## src/rtl/adf_serial_rx_pkg.sv

```systemverilog
// Shared constants for the ADF4360-style 3-wire serial receiver.
package adf_serial_rx_pkg;

  localparam logic HIGH = 1'b1;
  localparam logic LOW  = 1'b0;

  localparam logic [1:0] ADDR_CTRL = 2'b00;
  localparam logic [1:0] ADDR_R    = 2'b01;
  localparam logic [1:0] ADDR_N    = 2'b10;

  localparam int         CNT_W   = 5;
  localparam logic [4:0] CNT_MAX = 5'd31;

  typedef enum logic [1:0] {
    ST_IDLE  = 2'b00,
    ST_SHIFT = 2'b01,
    ST_LATCH = 2'b10
  } state_t;

  function automatic logic [CNT_W-1:0] sat_inc(input logic [CNT_W-1:0] cnt);
    return (cnt == CNT_MAX) ? cnt : cnt + 5'd1;
  endfunction

endpackage

```

## src/rtl/adf_serial_rx_sync_edge.sv

```systemverilog
// Two-flop synchronizer with a rising-edge strobe; the strobe is usable
// by downstream logic at the third in_clk edge after the pin rises.
module adf_serial_rx_sync_edge
  import adf_serial_rx_pkg::*;
(
  input  logic in_clk,
  input  logic in_rst_n,
  input  logic in_d,
  output logic out_lvl,
  output logic out_rise
);

  logic r_meta;
  logic r_sync;
  logic r_prev;

  always_ff @(posedge in_clk) begin
    if (!in_rst_n) begin
      r_meta <= LOW;
      r_sync <= LOW;
      r_prev <= LOW;
    end else begin
      r_meta <= in_d;
      r_sync <= r_meta;
      r_prev <= r_sync;
    end
  end

  assign out_lvl  = r_sync;
  assign out_rise = r_sync & ~r_prev;

endmodule

```

## src/rtl/adf_serial_rx.sv

```systemverilog
// 3-wire (SCLK/DATA/LE) serial load receiver: shifts in MSB-first words and
// commits legal ones to the R, control or N shadow register on LE.
module adf_serial_rx
  import adf_serial_rx_pkg::*;
#(
  parameter int P_WORD_BITS = 24,
  parameter int P_TIMEOUT   = 1024
) (
  input  logic                   in_clk,
  input  logic                   in_rst_n,
  input  logic                   in_sclk,
  input  logic                   in_sdata,
  input  logic                   in_le,
  output logic                   out_valid,
  output logic [1:0]             out_addr,
  output logic [P_WORD_BITS-1:0] out_word,
  output logic [P_WORD_BITS-1:0] out_r_cnt,
  output logic [P_WORD_BITS-1:0] out_ctrl,
  output logic [P_WORD_BITS-1:0] out_n_cnt,
  output logic                   out_cfg_done,
  output logic                   out_err
);

  localparam int               L_TMR_W    = $clog2(P_TIMEOUT + 1);
  localparam logic [CNT_W-1:0] L_WORD_CNT = CNT_W'(P_WORD_BITS);
  localparam logic [L_TMR_W-1:0] L_TMR_END = L_TMR_W'(P_TIMEOUT - 1);

  logic w_sclk_lvl_unused;
  logic w_sclk_rise;
  logic w_sdata_lvl;
  logic w_sdata_rise_unused;
  logic w_le_lvl;
  logic w_le_rise;

  adf_serial_rx_sync_edge u_sync_sclk (
    .in_clk(in_clk), .in_rst_n(in_rst_n), .in_d(in_sclk),
    .out_lvl(w_sclk_lvl_unused), .out_rise(w_sclk_rise)
  );

  adf_serial_rx_sync_edge u_sync_sdata (
    .in_clk(in_clk), .in_rst_n(in_rst_n), .in_d(in_sdata),
    .out_lvl(w_sdata_lvl), .out_rise(w_sdata_rise_unused)
  );

  adf_serial_rx_sync_edge u_sync_le (
    .in_clk(in_clk), .in_rst_n(in_rst_n), .in_d(in_le),
    .out_lvl(w_le_lvl), .out_rise(w_le_rise)
  );

  state_t                 r_state;
  logic [P_WORD_BITS-1:0] r_shift;
  logic [CNT_W-1:0]       r_cnt;
  logic [L_TMR_W-1:0]     r_timer;
  logic [2:0]             r_wr;     // written flags: {N, ctrl, R}
  logic [2:0]             w_wr_set;
  logic                   w_legal;

  always_comb begin
    w_wr_set = 3'b000;
    case (r_shift[1:0])
      ADDR_R:    w_wr_set = 3'b001;
      ADDR_CTRL: w_wr_set = 3'b010;
      ADDR_N:    w_wr_set = 3'b100;
      default:   w_wr_set = 3'b000;
    endcase
  end

  assign w_legal = (r_cnt == L_WORD_CNT) && (r_shift[1:0] != 2'b11);

  always_ff @(posedge in_clk) begin
    if (!in_rst_n) begin
      r_state      <= ST_IDLE;
      r_shift      <= '0;
      r_cnt        <= '0;
      r_timer      <= '0;
      r_wr         <= 3'b000;
      out_valid    <= LOW;
      out_addr     <= 2'b00;
      out_word     <= '0;
      out_r_cnt    <= '0;
      out_ctrl     <= '0;
      out_n_cnt    <= '0;
      out_cfg_done <= LOW;
      out_err      <= LOW;
    end else begin
      out_valid <= LOW;
      out_err   <= LOW;
      case (r_state)
        ST_IDLE: begin
          r_timer <= '0;
          // LE has priority over a coincident SCLK edge
          if (w_sclk_rise && !w_le_lvl && !w_le_rise) begin
            r_shift <= {r_shift[P_WORD_BITS-2:0], w_sdata_lvl};
            r_cnt   <= 5'd1;
            r_state <= ST_SHIFT;
          end
        end
        ST_SHIFT: begin
          if (w_le_rise) begin
            r_state <= ST_LATCH;
          end else if (w_sclk_rise && !w_le_lvl) begin
            r_shift <= {r_shift[P_WORD_BITS-2:0], w_sdata_lvl};
            r_cnt   <= sat_inc(r_cnt);
            r_timer <= '0;
          end else if (r_timer == L_TMR_END) begin
            out_err <= HIGH;
            r_cnt   <= '0;
            r_timer <= '0;
            r_state <= ST_IDLE;
          end else begin
            r_timer <= r_timer + 1'b1;
          end
        end
        ST_LATCH: begin
          if (w_legal) begin
            case (r_shift[1:0])
              ADDR_R:    out_r_cnt <= r_shift;
              ADDR_CTRL: out_ctrl  <= r_shift;
              ADDR_N:    out_n_cnt <= r_shift;
              default:   out_err   <= LOW;
            endcase
            out_word     <= r_shift;
            out_addr     <= r_shift[1:0];
            out_valid    <= HIGH;
            r_wr         <= r_wr | w_wr_set;
            out_cfg_done <= &(r_wr | w_wr_set);
          end else begin
            out_err <= HIGH;
          end
          r_cnt   <= '0;
          r_timer <= '0;
          r_state <= ST_IDLE;
        end
        default: begin
          r_cnt   <= '0;
          r_timer <= '0;
          r_state <= ST_IDLE;
        end
      endcase
    end
  end

endmodule
```

## config.mk

```make
export PLATFORM = sky130hd
export DESIGN_NAME = adf_serial_rx
export DESIGN_NICKNAME = d
export VERILOG_FILES = /design/src/rtl/adf_serial_rx_pkg.sv /design/src/rtl/adf_serial_rx_sync_edge.sv /design/src/rtl/adf_serial_rx.sv
export SDC_FILE = /design/constraint.sdc
export NUM_CORES = 1
export LEC_CHECK = 0
export ABC_CLOCK_PERIOD_IN_PS = 2460
export CORE_ASPECT_RATIO = 1.4
export CORE_MARGIN = 2
export CORE_UTILIZATION = 50
export CTS_BUF_LIST = sky130_fd_sc_hd__clkbuf_8
export DETAILED_ROUTE_END_ITERATION = 7
export HOLD_SLACK_MARGIN = 0.02
export PLACE_DENSITY = 0.88
export SETUP_SLACK_MARGIN = 0.02
export SLEW_MARGIN = 20
export SYNTH_ARGS = -nofsm -noshare
export SYNTH_HDL_FRONTEND = slang
export SYNTH_SLANG_ARGS = --single-unit
```

## constraint.sdc

```tcl
create_clock -name in_clk -period 2.46 [get_ports in_clk]
set_input_delay 0.615 -clock in_clk [delete_from_list [all_inputs] [get_ports in_clk]]
set_output_delay 0.615 -clock in_clk [all_outputs]
set_load 0.02 [all_outputs]
```

==> qor.txt <==
Mapped Cells: 645
Antenna-violating nets left: 0
Global-route wire length before repair: 24400 um
Sequential cell area fraction in the yosys report: 50.1%
Area Growth Syn to Fin: 25.3%
Synthesized area divided by synthesized cell count: 9.43 um2
Endpoints failing hold: 0
Clock input transition at the sequential cells of the worst setup and hold paths: 80 ps
Most frequent standard cell in the layout excluding fill and tap cells: sky130_fd_sc_hd__dfxtp_1
Max Clk Rate: 471 MHz
Async set-or-reset flop fraction in the synthesized netlist: 0%
Final worst path period need: 2120 ps
Die footprint: 13100 um2
Slowest stage delay, CP: 840 ps
Worst hold path startpoint: out_r_cnt[1]
Cell with the largest stage delay on the worst path: sky130_fd_sc_hd__o21ai_2
Total power density per cell area: 591 nW/um2
Number of global-route vias before repair: 4989
Fraction of final layout cells with drive strength greater than 1: 7.72%
Most common flop cell mapped by yosys: sky130_fd_sc_hd__dfxtp_1
Total inserted antenna cells: 0
Worst hold-check path type: reg -> reg
Met3 global-route usage: 5.64%
Slack of the worst reg-to-reg path: 340 ps
Status: completed
Vert. Die Dim: 134 um
Met1 Usage GRT: 25.7%
Total Nets Final: 750
Largest vdd supply drop: 0.505 mV
Post_cts resized: 0
Width of the die: 97.2 um
Global-route congestion overflow total: 0
Commonest cells after routing, fill and taps aside: 152 x sky130_fd_sc_hd__dfxtp_1, 134 x sky130_fd_sc_hd__nand2_1, 104 x sky130_fd_sc_hd__clkdlybuf4s50_1, 50 x sky130_fd_sc_hd__nor2b_1, 48 x sky130_fd_sc_hd__mux2i_1
Global-route met2 utilization: 41.3%
Ratio of routed vias to standard cells: 5.55
HPWL Detailed: 9790 um
Post-CTS repair timing setup buffer count: 0
DRC violation total after the first TritonRoute iteration: 249
Critical path cell sequence: inv_1, ha_1, o21ai_2, nand2_1, a21boi_0
Initial antenna violation count: 0
Number of search-and-repair iterations in the first detailed-routing pass: 5
Unique masters post-synth: 50
Number of buffer cells added on primary ports: 105
Clock tree from TritonCTS: done
Post-Place Cell Area: 7210 um2
Crit path buffers/inverters: 1
Number of hold buffers added after CTS: 0
Clock tree skew after final layout: 8.58 ps
Setup Crit Path Kind: reg -> reg
Number of levels the H-tree was split into: 4
Count of synthesis-stage warnings from yosys: 0
Crit Reg-Reg Endpoint: r_shift[13]
Initial core utilization: 51.4%
Final estimated routing congestion in global placement: 0.829
Maximum buffer depth of the clock tree: 2
Post-synthesis instance area: 6080 um2
Relative slew margins: 31.4%
Setup TNS: 0 ps
Number of max-cap violations: 0
RSZ-0062 raised after global routing: no
Crit path max-delay family: compound AO/OA/AOI/OAI gates
Core Footprint: 11800 um2
Startpoint types: flip-flop
Busiest metal layer after global routing: met2
Final Max Slew Viols: 0
Number of stages on the worst hold path: 2
Kind of end point of the critical path: flip-flop
Largest driver fanout on the critical path: 24
Number of nets produced by synthesis: 657
Inserted Clock Buffers: 17
Number of flip-flops and latches in the synthesized netlist: 152
Count of cells along the worst register-to-register path: 5
Final period utilization: 86.4%
Final design instance area without fill: 7620 um2
Place WS: 418 ps
# clock sinks: 152
Global routing usage summed across all routing layers: 23.2%
Critical path data required time: 2800 ps
Number of enable flip-flop cells after synthesis: 0
Routed length per instance: 16.6 um
Power after layout: 4.50 mW
Maximum number of pins on one net before global-route repair: 80
Clk Latency, worst-skew pair: 440 ps
Total DRC errors in the routed layout: 0
Buffer cell driving the clock tree root: sky130_fd_sc_hd__clkbuf_8
Worst reg2reg startpoint: r_state[1]
Leakage Power: 2.92 nW
Endpoint with the worst hold slack: out_r_cnt[1]
Overall via count from detail_route: 4987
Data arrival time of the critical path: 2470 ps
Worst Tran Pin Value: 1030 ps
Smallest setup slack after layout: 335 ps
Setup violators final: 0
IO Count: 106
Total wire length: 14900 um
Std-Cell Rows: 47
-- layer usage --
| metal | wire (um) | share of wire, % |
|---|---|---|
| met3 | 800 | 5.4 |
| met5 | 0 | 0 |
| met1 | 5710 | 38 |
| met4 | 511 | 3.4 |
| met2 | 7860 | 53 |
-- area by class of cell --
| cell class | count | area [um2] |
|---|---|---|
| fill | 901 | 4200 |
| clock buffer | 19 | 262 |
| sequential | 152 | 3040 |
| timing repair buffer | 119 | 1170 |
| inverter | 7 | 26.3 |
| clock inverter | 13 | 144 |
| tap | 147 | 184 |
| multi-input combinational | 441 | 2800 |
-- cell usage after synthesis (3+ instances only) --
cell type | instances | area share (%)
sky130_fd_sc_hd__a21boi_0 | 46 | 5.7
sky130_fd_sc_hd__a21oi_1 | 14 | 1.2
sky130_fd_sc_hd__a31oi_1 | 9 | 0.93
sky130_fd_sc_hd__and2_1 | 9 | 0.93
sky130_fd_sc_hd__and3_1 | 3 | 0.31
sky130_fd_sc_hd__buf_2 | 16 | 1.3
sky130_fd_sc_hd__buf_6 | 3 | 0.56
sky130_fd_sc_hd__clkbuf_1 | 24 | 1.5
sky130_fd_sc_hd__dfxtp_1 | 152 | 50
sky130_fd_sc_hd__ha_1 | 7 | 1.4
sky130_fd_sc_hd__inv_1 | 5 | 0.31
sky130_fd_sc_hd__mux2i_1 | 48 | 7.9
sky130_fd_sc_hd__nand2_1 | 134 | 8.3
sky130_fd_sc_hd__nand3_1 | 11 | 0.91
sky130_fd_sc_hd__nand4_1 | 3 | 0.31
sky130_fd_sc_hd__nor2_1 | 27 | 1.7
sky130_fd_sc_hd__nor2b_1 | 50 | 5.1
sky130_fd_sc_hd__nor3_1 | 3 | 0.25
sky130_fd_sc_hd__nor3b_1 | 3 | 0.37
sky130_fd_sc_hd__o211a_1 | 21 | 3.5
sky130_fd_sc_hd__o21a_1 | 5 | 0.62
sky130_fd_sc_hd__o21ai_0 | 9 | 0.74
sky130_fd_sc_hd__or4_1 | 5 | 0.62
-- registers in the layout, indices dropped and copies added (netlist names) --
signal                flops
out_n_cnt                24
r_state                   2
r_timer                  11
out_err                   1
r_cnt                     5
u_sync_sclk.r_meta        1
u_sync_le.r_prev          1
out_r_cnt                24
r_wr                      3
u_sync_sclk.r_prev        1
u_sync_le.r_meta          1
out_addr                  1
out_cfg_done              1
r_shift                  24
out_ctrl                 24
u_sync_sdata.r_meta       1
u_sync_sdata.out_lvl      1
out_word                 23
u_sync_sclk.out_lvl       1
out_valid                 1
u_sync_le.out_lvl         1
-- worst max-delay path by stage --
stage / start / end / slack, ps / cells past startpoint
2_1_floorplan: r_timer[0] / r_timer[3] / 700 / 6
3_3_place_gp: r_cnt[0] / out_word[21] / 580 / 7
3_5_place_dp: r_cnt[0] / out_word[5] / 420 / 7
4_1_cts: out_n_cnt[21] / out_n_cnt[21] / 370 / 1
5_1_grt: r_state[1] / r_shift[13] / 140 / 5
6_report: r_state[1] / r_shift[13] / 340 / 5
-- power breakdown --
group / switching, mW / internal [mW] / total [mW]
sequential: 0.00687 / 2.47 / 2.47
clock: 0.945 / 0.964 / 1.91
combinational: 0.0721 / 0.0486 / 0.121
total: 1.02 / 3.48 / 4.50
-- worst register-to-register path: cells and delay by family (launching register included) --
kind | cells | cell delay (ps)
compound gates | 2 | 1120
fa+ha+maj | 1 | 310
buf+inv | 1 | 70
flops | 1 | 360
simple gates | 1 | 180
-- logic make-up after synthesis --
kind of cell / count (synthesis) / synth area share (%)
AOI/OAI and AO/OA: 114 / 13.9
xor gates and xnor gates: 1 / 0.144
adders and majority gates: 7 / 1.44
buffers and inverters: 52 / 4.03
DFF: 152 / 50.1
muxes: 48 / 7.90
and+or+nand+nor: 271 / 22.6
-- metrics by stage --
stage,std cells,util (%),hold slack (ps)
global route,898,64.5,467
global placement,866,61.0,419
floorplan,645,-,412
finish,898,64.5,435
detailed placement,866,61.0,423
CTS,898,64.5,441
(Power assumes the default switching activity.)
